### config.mk
export PLATFORM = sky130hd
export DESIGN_NAME = ping_pong_counter_flat
export DESIGN_NICKNAME = d
export VERILOG_FILES = /design/src/rtl/ping_pong_counter_pkg.sv /design/src/rtl/ping_pong_counter_if.sv /design/src/rtl/ping_pong_counter_rise_detect.sv /design/src/rtl/ping_pong_counter.sv /design/src/flat_wrapper.sv
export SDC_FILE = /design/constraint.sdc
export NUM_CORES = 1
export LEC_CHECK = 0
export BUFFER_PORTS_ARGS = -buffer_cell sky130_fd_sc_hd__buf_2
export CAP_MARGIN = 5
export CORE_MARGIN = 5
export CORE_UTILIZATION = 51
export DETAILED_ROUTE_END_ITERATION = 10
export GPL_TIMING_DRIVEN = 0
export HOLD_SLACK_MARGIN = 0.08
export PLACE_DENSITY = 0.77
export SYNTH_ARGS = -nofsm -noshare
export SYNTH_HDL_FRONTEND = slang
export SYNTH_SLANG_ARGS = --single-unit
### constraint.sdc
create_clock -name clk -period 2.5 [get_ports clk]
set_input_delay 0.5 -clock clk [delete_from_list [all_inputs] [get_ports clk]]
set_output_delay 0.5 -clock clk [all_outputs]
set_load 0.02 [all_outputs]
### src/rtl/ping_pong_counter_pkg.sv
// Shared constants for the ping-pong counter slice: direction encodings and default width.
package pp_pkg;

    localparam logic DIR_UP   = 1'b1;
    localparam logic DIR_DOWN = 1'b0;

    localparam int DEFAULT_WIDTH = 4;

endpackage

### src/rtl/ping_pong_counter_if.sv
// Control/status bundle between the counter and whatever drives its tick, bounds and flip inputs.
interface ping_pong_counter_if
    import pp_pkg::*;
#(
    parameter int WIDTH = DEFAULT_WIDTH
);

    logic             tick;
    logic             enable;
    logic             flip;
    logic [WIDTH-1:0] max;
    logic [WIDTH-1:0] min;
    logic             direction;
    logic [WIDTH-1:0] out;
    logic             stepped;

    modport slave (
        input  tick,
        input  enable,
        input  flip,
        input  max,
        input  min,
        output direction,
        output out,
        output stepped
    );

    modport master (
        output tick,
        output enable,
        output flip,
        output max,
        output min,
        input  direction,
        input  out,
        input  stepped
    );

endinterface

### src/rtl/ping_pong_counter_rise_detect.sv
// Rising-edge detector for a level sampled as data in the clk domain.
module rise_detect
    import pp_pkg::*;
(
    input  logic clk,
    input  logic rst_n,
    input  logic in,
    output logic pulse
);

    logic prevLevel_q;

    // Resetting to 1 means a level already high when reset releases is not seen as an edge.
    always_ff @(posedge clk) begin
        if (!rst_n) begin
            prevLevel_q <= 1'b1;
        end else begin
            prevLevel_q <= in;
        end
    end

    assign pulse = in & ~prevLevel_q;

endmodule

### src/rtl/ping_pong_counter.sv
// Bounded up/down counter that steps once per tick rise and bounces between min and max.
module ping_pong_counter
    import pp_pkg::*;
#(
    parameter int WIDTH = DEFAULT_WIDTH
) (
    input  logic                clk,
    input  logic                rst_n,
    ping_pong_counter_if.slave  bus
);

    localparam logic [WIDTH-1:0] ONE = {{(WIDTH-1){1'b0}}, 1'b1};

    logic             tickRise;
    logic             legal;
    logic             step;
    logic             effDir;

    logic [WIDTH-1:0] out_q;
    logic [WIDTH-1:0] out_d;
    logic             direction_q;
    logic             direction_d;
    logic             flipPend_q;
    logic             flipPend_d;
    logic             stepped_q;

    rise_detect u_tickRise (
        .clk   (clk),
        .rst_n (rst_n),
        .in    (bus.tick),
        .pulse (tickRise)
    );

    // Out-of-range counts freeze rather than clamp, so bounds moving under the count stall it.
    assign legal  = (bus.max > bus.min) & (out_q >= bus.min) & (out_q <= bus.max);
    assign step   = tickRise & bus.enable & legal;
    assign effDir = direction_q ^ (flipPend_q | bus.flip);

    always_comb begin
        out_d       = out_q;
        direction_d = direction_q;
        flipPend_d  = flipPend_q | bus.flip;
        if (step) begin
            flipPend_d = 1'b0;
            if (effDir == DIR_UP) begin
                if (out_q == bus.max) begin
                    direction_d = DIR_DOWN;
                    out_d       = out_q - ONE;
                end else begin
                    direction_d = DIR_UP;
                    out_d       = out_q + ONE;
                end
            end else begin
                if (out_q == bus.min) begin
                    direction_d = DIR_UP;
                    out_d       = out_q + ONE;
                end else begin
                    direction_d = DIR_DOWN;
                    out_d       = out_q - ONE;
                end
            end
        end
    end

    always_ff @(posedge clk) begin
        if (!rst_n) begin
            out_q       <= bus.min;
            direction_q <= DIR_UP;
            flipPend_q  <= 1'b0;
            stepped_q   <= 1'b0;
        end else begin
            out_q       <= out_d;
            direction_q <= direction_d;
            flipPend_q  <= flipPend_d;
            stepped_q   <= step;
        end
    end

    assign bus.out       = out_q;
    assign bus.direction = direction_q;
    assign bus.stepped   = stepped_q;

endmodule

### src/flat_wrapper.sv
// flat-port wrapper written by rule: the top's interface ports become plain ports
module ping_pong_counter_flat import pp_pkg::*;
#(
    parameter int WIDTH = DEFAULT_WIDTH
)
  (clk, rst_n, bus_tick, bus_enable, bus_flip, bus_max, bus_min, bus_direction, bus_out, bus_stepped);
  ping_pong_counter_if #(.WIDTH(WIDTH)) bus_i ();
  input  logic clk;
  input  logic rst_n;
  input wire logic [$bits(bus_i.tick)-1:0] bus_tick;
  input wire logic [$bits(bus_i.enable)-1:0] bus_enable;
  input wire logic [$bits(bus_i.flip)-1:0] bus_flip;
  input wire logic [$bits(bus_i.max)-1:0] bus_max;
  input wire logic [$bits(bus_i.min)-1:0] bus_min;
  output wire logic [$bits(bus_i.direction)-1:0] bus_direction;
  output wire logic [$bits(bus_i.out)-1:0] bus_out;
  output wire logic [$bits(bus_i.stepped)-1:0] bus_stepped;
  assign bus_i.tick = bus_tick;
  assign bus_i.enable = bus_enable;
  assign bus_i.flip = bus_flip;
  assign bus_i.max = bus_max;
  assign bus_i.min = bus_min;
  assign bus_direction = bus_i.direction;
  assign bus_out = bus_i.out;
  assign bus_stepped = bus_i.stepped;
  ping_pong_counter #(.WIDTH(WIDTH)) u_core (.clk(clk), .rst_n(rst_n), .bus(bus_i));
endmodule
==> impl_metrics.yaml <==
cts:
  clkTransAtPathRegs_ns: 0.06
  clock_path_buffers: 2
  clkSinkCount: 8
  clk_latency_ns: 0.25
  cts_resized: 0
  h-tree-depth: 1
  cts_setup_buffers: 0
  hold_buffers: 0
  cts_root_buf: "clkbuf_4"
  numCtsBuffers: 3
  cts_tree: "built"
power:
  p_sw_share_pct: 32.23
  clkPwrFrac_pct: 26.0
  p_int_mw: 0.2673
  powerDensity_mw_per_mm2: 442.1
  power_frac_seq_pct: 40.8
  total_power_mw: 0.3944
  power_switching_mw: 0.1271
  comb_power_share_pct: 33.2
  p_leak_nw: 0.4565
  vdd_ir_drop_max_uv: 391.0
job:
  drv_cap: 0
sta:
  maxSlewHeadroom_pct: 72.58
  tightest_slew_ns: 0.4061
  fin_crit_ns: 1.996
  hold_violations: 0
  report.final.setup_viol: 0
  clock.fmax_mhz: 501.0
  rsz0062_at_grt: "no"
  final.setup.tns_ns: 0
  slew_viol_final: 0
  skew_ns: 0.009287
  finalCritPeriodShare_pct: 79.85
drt:
  firstDrtPassIters: 4
  drc_errors: 0
  wl_per_cell_um: 12.48
  first_iter_violations: 10
  via_count: 677
  ant_nets: 0
  finalWirelength_um: 1548
  vias_per_cell: 5.460
hold_path:
  whs_path_depth: 2
  hp-class: "in -> reg"
  hold_path_end: "u_core.u_tickRise.prevLevel_q"
  hp-start: "bus_tick"
worst_setup_path:
  slowest_stage: "edfxtp_1"
  reg2reg_from: "u_core.bus.out[1]"
  endpoint_kind: "flop"
  crit_path_cell_trace: "ha_1 -> a21oi_1 -> o21ai_0 -> a221o_1 -> nand2_1"
  critPathKind: "reg -> reg"
  crit_arrival_ns: 1.94
  path_max_fanout: 6
  max_stage_delay_ns: 0.50
  r2r_slack_ns: 0.50
  crit_required_ns: 2.44
  reg2reg_depth: 5
  r2r-end: "u_core.bus.out[0]"
  startpoint_type: "flop"
cells_and_area:
  final_util_pct: 61.36
  num-fill-cells: 148
  fin_nets: 136
  antenna_cells: 0
  area_growth_pct: 17.27
  layout-drive-gt1-share_pct: 26.85
logic_synthesis:
  syn-num-nets: 114
  seq_area_frac_synth_pct: 26.32
  synth_warnings: 0
  synth_cells: 87
  ys_ff_latch: 8
  synth.avg_cell_area_um2: 8.744
  synth_cell_types: 31
  synth_area_um2: 760.7
place:
  dp_hpwl_um: 1342
  globalplace.congestion: 0.7656
  io_buffers: 17
die:
  io_pins: 19
  dieArea_mm2: 0.002364
  dieHeight_um: 48.62
  initial_core_util_pct: 52.32
  core_mm2: 0.001454
  die_w_um: 48.62
  fp-row-count: 14
grt:
  overflow: 0
  grt_pass1_vias: 628
  antenna_found_initial: 0
  grt_pass1_wl_um: 2635
  grtUsageTotal_pct: 13.51
  grt_max_degree: 10
status:
  outcome: "finished clean"
[state kept, by name, indices dropped and copies added, names as in the netlist]
signal and flops:
u_core.bus.direction 1, u_core.bus.out 4, u_core.bus.stepped 1, u_core.flipPend_q 1, u_core.u_tickRise.prevLevel_q 1
[synthesized netlist by cell type (all sizes together)]
cell type  count  area (um^2)
ha            14        175.2
inv           13        48.80
a21oi          8        51.30
nand2          6        22.52
nor2           6        22.52
o21ai          5        32.53
dfxtp          4        80.08
edfxtp         4        120.1
nand3          4        25.02
a21o           3        23.77
and3           3        23.77
nand4          3        18.77
a221o          1        10.01
a31oi          1        6.260
buf            1        5.000
mux2i          1        10.01
nand2b         1        6.260
nand4b         1        8.760
nor2b          1        6.260
nor3           1        5.000
o211a          1        10.01
o211ai         1        7.510
o311ai         1        8.760
o31ai          1        12.51
or3            1        11.26
xor2           1        8.760
[per-layer routing]
layer,GRT usage (%),routed length (um),up-vias
li1,-,-,358
met1,18.39,757,301
met2,21.74,697,16
met3,1.227,82,2
met4,5.381,10,0
met5,0,0,-
[cell families (layout without fill, tap and decap cells)]
logic type | after synthesis | after routing | synth area share (%)
muxes | 1 | 1 | 1.316
and+or+nand+nor | 27 | 27 | 19.74
DFF | 8 | 8 | 26.32
adders and majority gates | 14 | 14 | 23.03
buffers and inverters | 14 | 35 | 7.072
AOI/OAI and AO/OA | 22 | 22 | 21.38
xor gates and xnor gates | 1 | 1 | 1.152
[worst max-delay path by stage]
stage,from,end,cells past startpoint
5_1_grt,u_core.bus.out[3],u_core.bus.out[0],5
3_5_place_dp,bus_min[3],u_core.bus.out[0],8
3_3_place_gp,bus_min[3],u_core.bus.out[3],8
2_1_floorplan,u_core.bus.out[0],u_core.bus.out[0],6
4_1_cts,u_core.bus.out[1],u_core.bus.out[0],5
6_report,u_core.bus.out[1],u_core.bus.out[0],5
[power by group through the flow]
stage          clock (mW)  sequential (mW)  combinational [mW]
3_5_place_dp            0            0.163               0.131
2_1_floorplan           0            0.169              0.0867
5_1_grt             0.116            0.162               0.151
6_report            0.103            0.161               0.131
3_3_place_gp            0            0.163               0.126
4_1_cts             0.107            0.161               0.132
[critical path: cells and delay by family (launching register included)]
| family | cells | cell delay (ns) |
|---|---|---|
| AO/OA/AOI/OAI | 3 | 0.66 |
| adder cells (fa/ha/maj) | 1 | 0.35 |
| flip-flops | 1 | 0.50 |
| AND/OR/NAND/NOR | 1 | 0.19 |
[stage by stage]
step / instances / worst slack (ns) / cell area, um^2 / hold slack (ns)
2_1_floorplan: 87 / 0.5567 / 760.7 / 0.4958
3_3_place_gp: 120 / 0.3223 / 865.8 / 0.5144
3_5_place_dp: 120 / 0.3310 / 865.8 / 0.5328
4_1_cts: 124 / 0.4997 / 892.1 / 0.4366
5_1_grt: 124 / 0.3600 / 892.1 / 0.4349
6_report: 124 / 0.5039 / 892.1 / 0.4426
[cell usage in the layout, fill, tap and decap left out, types with 2 or more instances in the layout]
master    instances
inv_1            13
clkbuf_4          3
a21o_1            2
nand2_1           6
and3_1            2
o21ai_0           3
dfxtp_1           4
o21ai_2           2
a21oi_1           7
ha_1             14
edfxtp_1          4
nand3_1           3
nor2_1            6
buf_2            18
nand4_1           3
[cell type report]
| cell class | count | area [um^2] | share of cell area [%] |
|---|---|---|---|
| well taps | 16 | 20.02 | 2.244 |
| plain buffers | 1 | 5.005 | 0.5610 |
| repair buffers | 17 | 85.08 | 9.537 |
| flip-flops and latches | 8 | 200.2 | 22.44 |
| clock buffers | 4 | 26.28 | 2.945 |
| multi-input cells | 65 | 506.7 | 56.80 |
| inverters | 13 | 48.80 | 5.470 |
(Power assumes the default switching activity.)
